### src/rtl/uart_rx_word.sv
// uart_rx_word: 8N1 serial receiver that packs four bytes (LSB first) into a
// 32-bit word, with framing-error, inter-byte timeout and glitch rejection.
module uart_rx_word #(
    parameter int unsigned CLKS_PER_BIT = 434,
    parameter int unsigned TIMEOUT_BITS = 20
) (
    input  logic        i_Clock,
    input  logic        i_Rst_n,
    input  logic        i_Rx_Serial,
    output logic [31:0] o_Rx_Word,
    output logic        o_Rx_DV,
    output logic        o_Rx_Active,
    output logic        o_Rx_Frame_Err,
    output logic        o_Rx_Timeout
);

    localparam int unsigned CNT_W  = 16;
    localparam int unsigned TMO_W  = 32;
    localparam int unsigned WORD_W = 32;

    // Mid-start check point, last count of a bit period, and idle limit
    localparam logic [CNT_W-1:0] HALF_CNT  = CNT_W'((CLKS_PER_BIT - 1) / 2);
    localparam logic [CNT_W-1:0] LAST_CNT  = CNT_W'(CLKS_PER_BIT - 1);
    localparam logic [TMO_W-1:0] TMO_LIMIT = TMO_W'(TIMEOUT_BITS * CLKS_PER_BIT);

    typedef enum logic [2:0] {
        S_IDLE      = 3'd0,
        S_START     = 3'd1,
        S_DATA      = 3'd2,
        S_STOP      = 3'd3,
        S_WAIT_HIGH = 3'd4
    } state_e;

    state_e              state_q,    state_d;
    logic                rx_meta_q,  rx_meta_d;
    logic                rx_s_q,     rx_s_d;
    logic [CNT_W-1:0]    clk_cnt_q,  clk_cnt_d;
    logic [2:0]          bit_idx_q,  bit_idx_d;
    logic [1:0]          byte_idx_q, byte_idx_d;
    logic [TMO_W-1:0]    tmo_cnt_q,  tmo_cnt_d;
    logic [7:0]          byte_q,     byte_d;
    logic [WORD_W-1:0]   stage_q,    stage_d;
    logic [WORD_W-1:0]   word_q,     word_d;
    logic                dv_q,       dv_d;
    logic                active_q,   active_d;
    logic                ferr_q,     ferr_d;
    logic                tmo_q,      tmo_d;

    // Next-state, datapath and strobe logic
    always_comb begin
        state_d    = state_q;
        rx_meta_d  = i_Rx_Serial;
        rx_s_d     = rx_meta_q;
        clk_cnt_d  = clk_cnt_q;
        bit_idx_d  = bit_idx_q;
        byte_idx_d = byte_idx_q;
        tmo_cnt_d  = '0;
        byte_d     = byte_q;
        stage_d    = stage_q;
        word_d     = word_q;
        dv_d       = 1'b0;
        ferr_d     = 1'b0;
        tmo_d      = 1'b0;

        // Inter-byte timeout: only counts while idling inside a partial word.
        // Handled before the FSM so a coincident start bit sees byte index 0.
        if ((state_q == S_IDLE) && (byte_idx_q != 2'd0)) begin
            if ((tmo_cnt_q + TMO_W'(1)) == TMO_LIMIT) begin
                tmo_d      = 1'b1;
                byte_idx_d = 2'd0;
                tmo_cnt_d  = '0;
            end else begin
                tmo_cnt_d = tmo_cnt_q + TMO_W'(1);
            end
        end

        case (state_q)
            S_IDLE: begin
                bit_idx_d = 3'd0;
                if (!rx_s_q) begin
                    clk_cnt_d = '0;
                    state_d   = S_START;
                end
            end

            S_START: begin
                if (clk_cnt_q == HALF_CNT) begin
                    if (!rx_s_q) begin
                        clk_cnt_d = '0;
                        bit_idx_d = 3'd0;
                        state_d   = S_DATA;
                    end else begin
                        state_d = S_IDLE;
                    end
                end else begin
                    clk_cnt_d = clk_cnt_q + CNT_W'(1);
                end
            end

            S_DATA: begin
                if (clk_cnt_q == LAST_CNT) begin
                    clk_cnt_d         = '0;
                    byte_d[bit_idx_q] = rx_s_q;
                    if (bit_idx_q == 3'd7) begin
                        state_d = S_STOP;
                    end else begin
                        bit_idx_d = bit_idx_q + 3'd1;
                    end
                end else begin
                    clk_cnt_d = clk_cnt_q + CNT_W'(1);
                end
            end

            S_STOP: begin
                if (clk_cnt_q == LAST_CNT) begin
                    clk_cnt_d = '0;
                    if (rx_s_q) begin
                        // Good stop bit: drop the byte into its lane
                        case (byte_idx_q)
                            2'd0:    stage_d[7:0]   = byte_q;
                            2'd1:    stage_d[15:8]  = byte_q;
                            2'd2:    stage_d[23:16] = byte_q;
                            default: stage_d[31:24] = byte_q;
                        endcase
                        if (byte_idx_q == 2'd3) begin
                            word_d     = stage_d;
                            dv_d       = 1'b1;
                            byte_idx_d = 2'd0;
                        end else begin
                            byte_idx_d = byte_idx_q + 2'd1;
                        end
                        state_d = S_IDLE;
                    end else begin
                        ferr_d     = 1'b1;
                        byte_idx_d = 2'd0;
                        state_d    = S_WAIT_HIGH;
                    end
                end else begin
                    clk_cnt_d = clk_cnt_q + CNT_W'(1);
                end
            end

            S_WAIT_HIGH: begin
                if (rx_s_q) begin
                    state_d = S_IDLE;
                end
            end

            default: begin
                state_d = S_IDLE;
            end
        endcase

        active_d = (state_d != S_IDLE);
    end

    // State and datapath registers with synchronous active-low reset
    always_ff @(posedge i_Clock) begin
        if (!i_Rst_n) begin
            state_q    <= S_IDLE;
            rx_meta_q  <= 1'b1;
            rx_s_q     <= 1'b1;
            clk_cnt_q  <= '0;
            bit_idx_q  <= '0;
            byte_idx_q <= '0;
            tmo_cnt_q  <= '0;
            byte_q     <= '0;
            stage_q    <= '0;
            word_q     <= '0;
            dv_q       <= 1'b0;
            active_q   <= 1'b0;
            ferr_q     <= 1'b0;
            tmo_q      <= 1'b0;
        end else begin
            state_q    <= state_d;
            rx_meta_q  <= rx_meta_d;
            rx_s_q     <= rx_s_d;
            clk_cnt_q  <= clk_cnt_d;
            bit_idx_q  <= bit_idx_d;
            byte_idx_q <= byte_idx_d;
            tmo_cnt_q  <= tmo_cnt_d;
            byte_q     <= byte_d;
            stage_q    <= stage_d;
            word_q     <= word_d;
            dv_q       <= dv_d;
            active_q   <= active_d;
            ferr_q     <= ferr_d;
            tmo_q      <= tmo_d;
        end
    end

    assign o_Rx_Word      = word_q;
    assign o_Rx_DV        = dv_q;
    assign o_Rx_Active    = active_q;
    assign o_Rx_Frame_Err = ferr_q;
    assign o_Rx_Timeout   = tmo_q;

endmodule
### config.mk
export PLATFORM = sky130hd
export DESIGN_NAME = uart_rx_word
export DESIGN_NICKNAME = d
export VERILOG_FILES = /design/src/rtl/uart_rx_word.sv
export SDC_FILE = /design/constraint.sdc
export NUM_CORES = 1
export LEC_CHECK = 0
export CELL_PAD_IN_SITES_DETAIL_PLACEMENT = 1
export CELL_PAD_IN_SITES_GLOBAL_PLACEMENT = 2
export CORE_MARGIN = 3
export CORE_UTILIZATION = 33
export DETAILED_ROUTE_END_ITERATION = 10
export PLACE_DENSITY = 0.77
export SYNTH_ARGS = -nofsm -noshare
export SYNTH_HDL_FRONTEND = slang
export SYNTH_SLANG_ARGS = --single-unit
### constraint.sdc
create_clock -name i_Clock -period 2.5 [get_ports i_Clock]
set_clock_uncertainty 0.15 [all_clocks]
set_input_delay 0.75 -clock i_Clock [delete_from_list [all_inputs] [get_ports i_Clock]]
set_output_delay 0.75 -clock i_Clock [all_outputs]
set_load 0.1 [all_outputs]
==> Word level (Yosys, flattened, before mapping) <==
Index checks and enable logic that the tools add are counted.
{ "totals": {"reg_bits": 134, "input_bits": 3, "output_inout_bits": 36} }
{ "op_classes": {"bitwise_logic": 2, "mux": 34, "eq_ne": 15, "order_cmp": 2, "n_addsub": 4, "reduce_logical": 18} }
{ "op_table": {"columns": ["op", "n"], "rows": [
  ["$mux 16", 3],
  ["$pmux 16 s3", 1],
  ["$mux 3", 11],
  ["$add 32x1->32 const B", 1],
  ["$eq 32x14->1 const B", 1],
  ["$mux 8", 4],
  ["$add 16x1->16 const B", 1],
  ["$eq 16x8->1 const B", 1],
  ["$eq 16x9->1 const B", 1],
  ["$pmux 3 s5", 1],
  ["$mux 2", 7],
  ["$pmux 3 s3", 1],
  ["$reduce_bool 3->1", 3],
  ["$bwmux 8", 1],
  ["$ne 2x2->1 const B", 4],
  ["$reduce_and 4->1", 2],
  ["$eq 3x2->1 const B", 2],
  ["$eq 3x3->1 const B", 2],
  ["$reduce_and 3->1", 2],
  ["$reduce_or 3->1", 2],
  ["$reduce_and 5->1", 1],
  ["$eq 2x2->1 const B", 2],
  ["$lt 3x4->1 const B", 1],
  ["$mux 1", 4],
  ["13 further kinds", 16]
]} }

==> Longest topological paths before layout <==
Gate-level depths: netlist of run 1.
{ "logic_depth": {"word_depth": 6, "depth_mapped": 11, "mapped_depth_nobuf": 9} }

==> Least setup slack after synthesis of run 1 <==
No wires, ideal clock.
{ "synth_path": {"path_kind": "register to register", "start": "register tmo_cnt_q[0]", "end": "register tmo_cnt_q[1]", "slack_ps": -229, "required_time_ps": 2235, "setup_ps": 115, "t_arrival_ps": 2463, "path_stages_with_launch": 10, "path_buffers": 1, "cell_sequence": "dfxtp_1 -> ha_1 -> nand3_2 -> or4_1 -> buf_2 -> nor4_1 -> or3_1 -> nand4_2 -> or3_1 -> and3_1"} }
{ "synth_via": {"elab_chain_cells": 3} }
{ "synth_rtl": {"columns": ["item", "line", "text"], "rows": [
  ["from (decl)", "40", "logic [TMO_W-1:0] tmo_cnt_q, tmo_cnt_d;"],
  ["from (signal assigned)", "181", "tmo_cnt_q <= tmo_cnt_d;"],
  ["$add 32x1->32 *", "68, 73", null],
  ["$eq 32x14->1", "68", "if ((tmo_cnt_q + TMO_W'(1)) == TMO_LIMIT) begin"],
  ["$reduce_or 3->1 (no source line)", null, null]
]} }
Every way passes the cells marked *; elsewhere a longest branch is shown, timed or not.
A chain may end at the register's enable or synchronous reset.

==> Worst setup path in the final report of run 1 <==
{ "layout_path": {"start": "register tmo_cnt_q[7]", "end": "register tmo_cnt_q[1]"} }
{ "layout_via": {"elab_chain_cells": 3} }
{ "layout_rtl": {"columns": ["item", "line"], "rows": [
  ["$add 32x1->32", "68"],
  ["$eq 32x14->1", "68"],
  ["$reduce_or 3->1 (no source line)", null]
]} }
No other way between the ends.

==> results.toml, run 1 <==
[status]
status = "finished, violations left"
violations = "setup timing"

[logic_synthesis]
synthSimpleGateAreaFrac_pct = 26.97
yosysWarnings = 0
synth_fp_nets = 743
synth_top_family_by_area = "simple AND/OR/NAND/NOR gates"
synth-edff-count = 0
muxShareOfSynthArea_pct = 5.254
syn_avg_cell_area_um2 = 8.613
synthAdderAreaFrac_pct = 1.990
synth_compound_area_share_pct = 16.16
ys_seq_area_share_pct = 40.12
synth_cell_types = 64
synthXorXnorAreaFrac_pct = 4.179
synth_flop_cell = "dfxtp_1"
synthCells = 730
syn_area_um2 = 6287
synth-async-reset-ratio_pct = 0
ys_ff_latch = 126

[critical_path]
worst_setup_path_end_kind = "register"
cp_max_fo = 4
timing.rr.end = "tmo_cnt_q[1]$_SDFF_PP0_"
path_cells = "nand4_4 > or4_4 > or3_4 > nand3_4 > nand4_4 > or3_4 > and3_4"
critPathSlowestCell = "or4_4"
r2r_cells = 7
cp_top_family = "simple AND/OR/NAND/NOR gates"
worstSetupStartpointType = "register"
reg2reg_from = "tmo_cnt_q[7]$_SDFF_PP0_"
arrival_ps = 2720
ff2ff_setup_slack_ps = -70
critical_path_required_ps = 2660
critPathMaxStageDelay_ps = 570
crit_buf_inv = 0
crit_type = "reg2reg"

[route]
met3_wirelength_um = 420
totalWireLength_mm = 19.06
ant_nets = 0
first_pass_iters = 4
dr.max_layer_used = "met4"
vias_per_cell = 5.233
wl_met1_mm = 8.537
wl_met2_mm = 9.875
vias = 5683
wire_per_inst_um = 17.55
drtIter0Drc = 267
drc_errors = 0

[clock_network]
cts_max_path_buffers = 2
cts_hold_buf = 0
cts_sinks = 126
htree_levels = 4
cts_root_buf = "clkbuf_16"
path_clk_slew_ps = 60
cts_tree = "done"
clk_latency_ps = 420
numCtsBuffers = 17

[cells_and_area]
layout_common_cells = "buf_4, dfxtp_1, nand2_1"
insertedDiodeCount = 0
layout-drive-gt1-share_pct = 31.86
syn_to_final_growth_pct = 35.86
final_area_um2 = 8542
layout_commonest_cell = "buf_4"
nets = 858

[die]
die_height_um = 144.0
start_util_pct = 34.30
core_region_area_um2 = 18330
ios = 39
die_area_um2 = 20740
num_rows = 49
die_x_um = 144.0

[placed_design]
globalplace.congestion = 0.8711
dp_hpwl_mm = 12.46
port-buffer-count = 38
place_area_um2 = 7348
post-place-ws_ps = -123.9

[timing]
slew_viol_final = 0
rsz0062_at_grt = "yes"
whs_ps = 276.8
relSlewSlack_pct = 48.66
fin_crit_sh_pct = 102.6
tightest_slew_ps = 770.1
min_period_ps = 2566
finalHoldViolations = 0
final.setup.worst_slack_ps = -65.72
setup_viol = 1
max_freq_ghz = 0.3898

[run]
maxCapViolations = 0

[global_route]
grt_start_max_net_pins = 42
grtUsageTotal_pct = 17.48
gr-total-overflow = 0
grt_pass1_wl_mm = 29.21
grt_pass1_vias = 5957
antenna_found_initial = 0

[power_and_ir_drop]
powerDensity_nw_per_um2 = 540.9
p_leak_nw = 3.466
ir_drop_v = 0.0004521

[worst_hold_path]
min_from = "rx_meta_q$_SDFF_PN1_"
hold_class = "reg2reg"
whs_path_depth = 1
hold_path_end = "rx_s_q$_SDFF_PN1_"
layout make-up:
type                            instances  area (um^2)
Sequential cell                       126         2554
Clock buffer                           20        446.7
Timing Repair Buffer                  153         1280
Inverter                               16        60.06
Multi-Input combinational cell        531         3772
Tap cell                              229        286.5
Fill cell                            2074         9789
Clock inverter                         11        142.6
synthesized netlist by cell type (all sizes together), types with 13 or more instances:
master / instances / area [um^2]
dfxtp: 126 / 2522
nand2: 97 / 374.1
nor2: 65 / 246.5
nand3: 60 / 305.3
a21boi: 43 / 322.8
clkbuf: 40 / 160.1
mux2i: 33 / 330.3
o211a: 25 / 250.2
nand4: 18 / 152.7
buf: 17 / 115.1
xor2: 17 / 148.9
inv: 16 / 60.06
nor3: 16 / 85.08
o21ai: 15 / 75.07
nor2b: 14 / 87.58
xnor2: 13 / 113.9
metal layers:
metal | global-route usage (%) | vias up
li1 | - | 2797
met1 | 21.16 | 2810
met2 | 31.11 | 57
met3 | 3.968 | 19
met4 | 4.856 | 0
met5 | 0 | -
report_power, final:
group	total, mW	internal, mW	leakage (nW)	switching, mW
sequential	2.01	2.01	1.02	0.00405
combinational	0.100	0.0400	2.16	0.0602
clock	2.51	1.58	0.286	0.925
total	4.62	3.63	3.47	0.990
registers in the layout, summed over array words and instances, names as in the netlist:
name            flops
tmo_cnt_q          32
rx_meta_q           1
o_Rx_Active         1
stage_q            24
byte_q              8
o_Rx_Frame_Err      1
clk_cnt_q          16
rx_s_q              1
bit_idx_q           3
o_Rx_Timeout        1
o_Rx_DV             1
state_q             3
o_Rx_Word          32
byte_idx_q          2
stage by stage:
step / utilization (%) / setup TNS (ps) / cells / total power, mW
after CTS: 44.32 / -29.50 / 1070 / 4.677
after global placement: 40.09 / -90.75 / 1031 / 2.157
final: 46.60 / -65.72 / 1086 / 4.620
after floorplan: - / -0.4607 / 730 / 2.122
after detailed placement: 40.09 / -1106 / 1031 / 2.159
after global routing: 46.60 / -2083 / 1086 / 4.787
worst register-to-register path, delay by kind of cell, from the launching register on:
family / cells / cell delay, ps
AND/OR/NAND/NOR: 7 / 1940
flip-flops: 1 / 380
worst max path at each step:
stage                                  start                  endpoint  slack [ps]  cells after the start
finish               tmo_cnt_q[7]$_SDFF_PP0_   tmo_cnt_q[1]$_SDFF_PP0_         -70                      7
global route         tmo_cnt_q[5]$_SDFF_PP0_  byte_idx_q[1]$_SDFF_PN0_        -140                     13
CTS                  tmo_cnt_q[2]$_SDFF_PP0_   tmo_cnt_q[1]$_SDFF_PP0_         -20                      8
detailed placement   tmo_cnt_q[1]$_SDFF_PP0_   tmo_cnt_q[1]$_SDFF_PP0_        -120                      8
global placement    tmo_cnt_q[13]$_SDFF_PP0_   tmo_cnt_q[1]$_SDFF_PP0_         -50                      7
floorplan            tmo_cnt_q[0]$_SDFF_PP0_   tmo_cnt_q[1]$_SDFF_PP0_        -0.5                      9
kinds of logic (layout without fill, tap and decap cells):
group / Yosys count / in the layout
buf+inv: 73 / 200
flops: 126 / 126
mux: 33 / 33
fa+ha+maj: 10 / 10
compound gates: 131 / 131
simple gates: 327 / 327
xor+xnor: 30 / 30
repair_timing:
action	CTS	global route
pin swaps	13	11
resized for setup	30	69
setup endpoints to repair	33	78
buffers inserted	8	11
gates cloned	0	6
Power figures use the tool's default switching activity.
==> inputs of run 2 (changes only) <==
--- a/config.mk
+++ b/config.mk
@@ -10,6 +10,7 @@
 export CORE_MARGIN = 3
 export CORE_UTILIZATION = 33
 export DETAILED_ROUTE_END_ITERATION = 10
+export GPL_ROUTABILITY_DRIVEN = 1
 export PLACE_DENSITY = 0.77
 export SYNTH_ARGS = -nofsm -noshare
 export SYNTH_HDL_FRONTEND = slang
==> results of run 2 <==
Final layout, timing and power as in run 1 (identical DEF).
==> inputs of run 3 (changes only) <==
--- a/config.mk
+++ b/config.mk
@@ -9,6 +9,7 @@
 export CELL_PAD_IN_SITES_GLOBAL_PLACEMENT = 2
 export CORE_MARGIN = 3
 export CORE_UTILIZATION = 33
+export CTS_CLUSTER_SIZE = 40
 export DETAILED_ROUTE_END_ITERATION = 10
 export GPL_ROUTABILITY_DRIVEN = 1
 export PLACE_DENSITY = 0.77
==> results of run 3 <==
Final layout, timing and power as in run 1 (identical DEF).
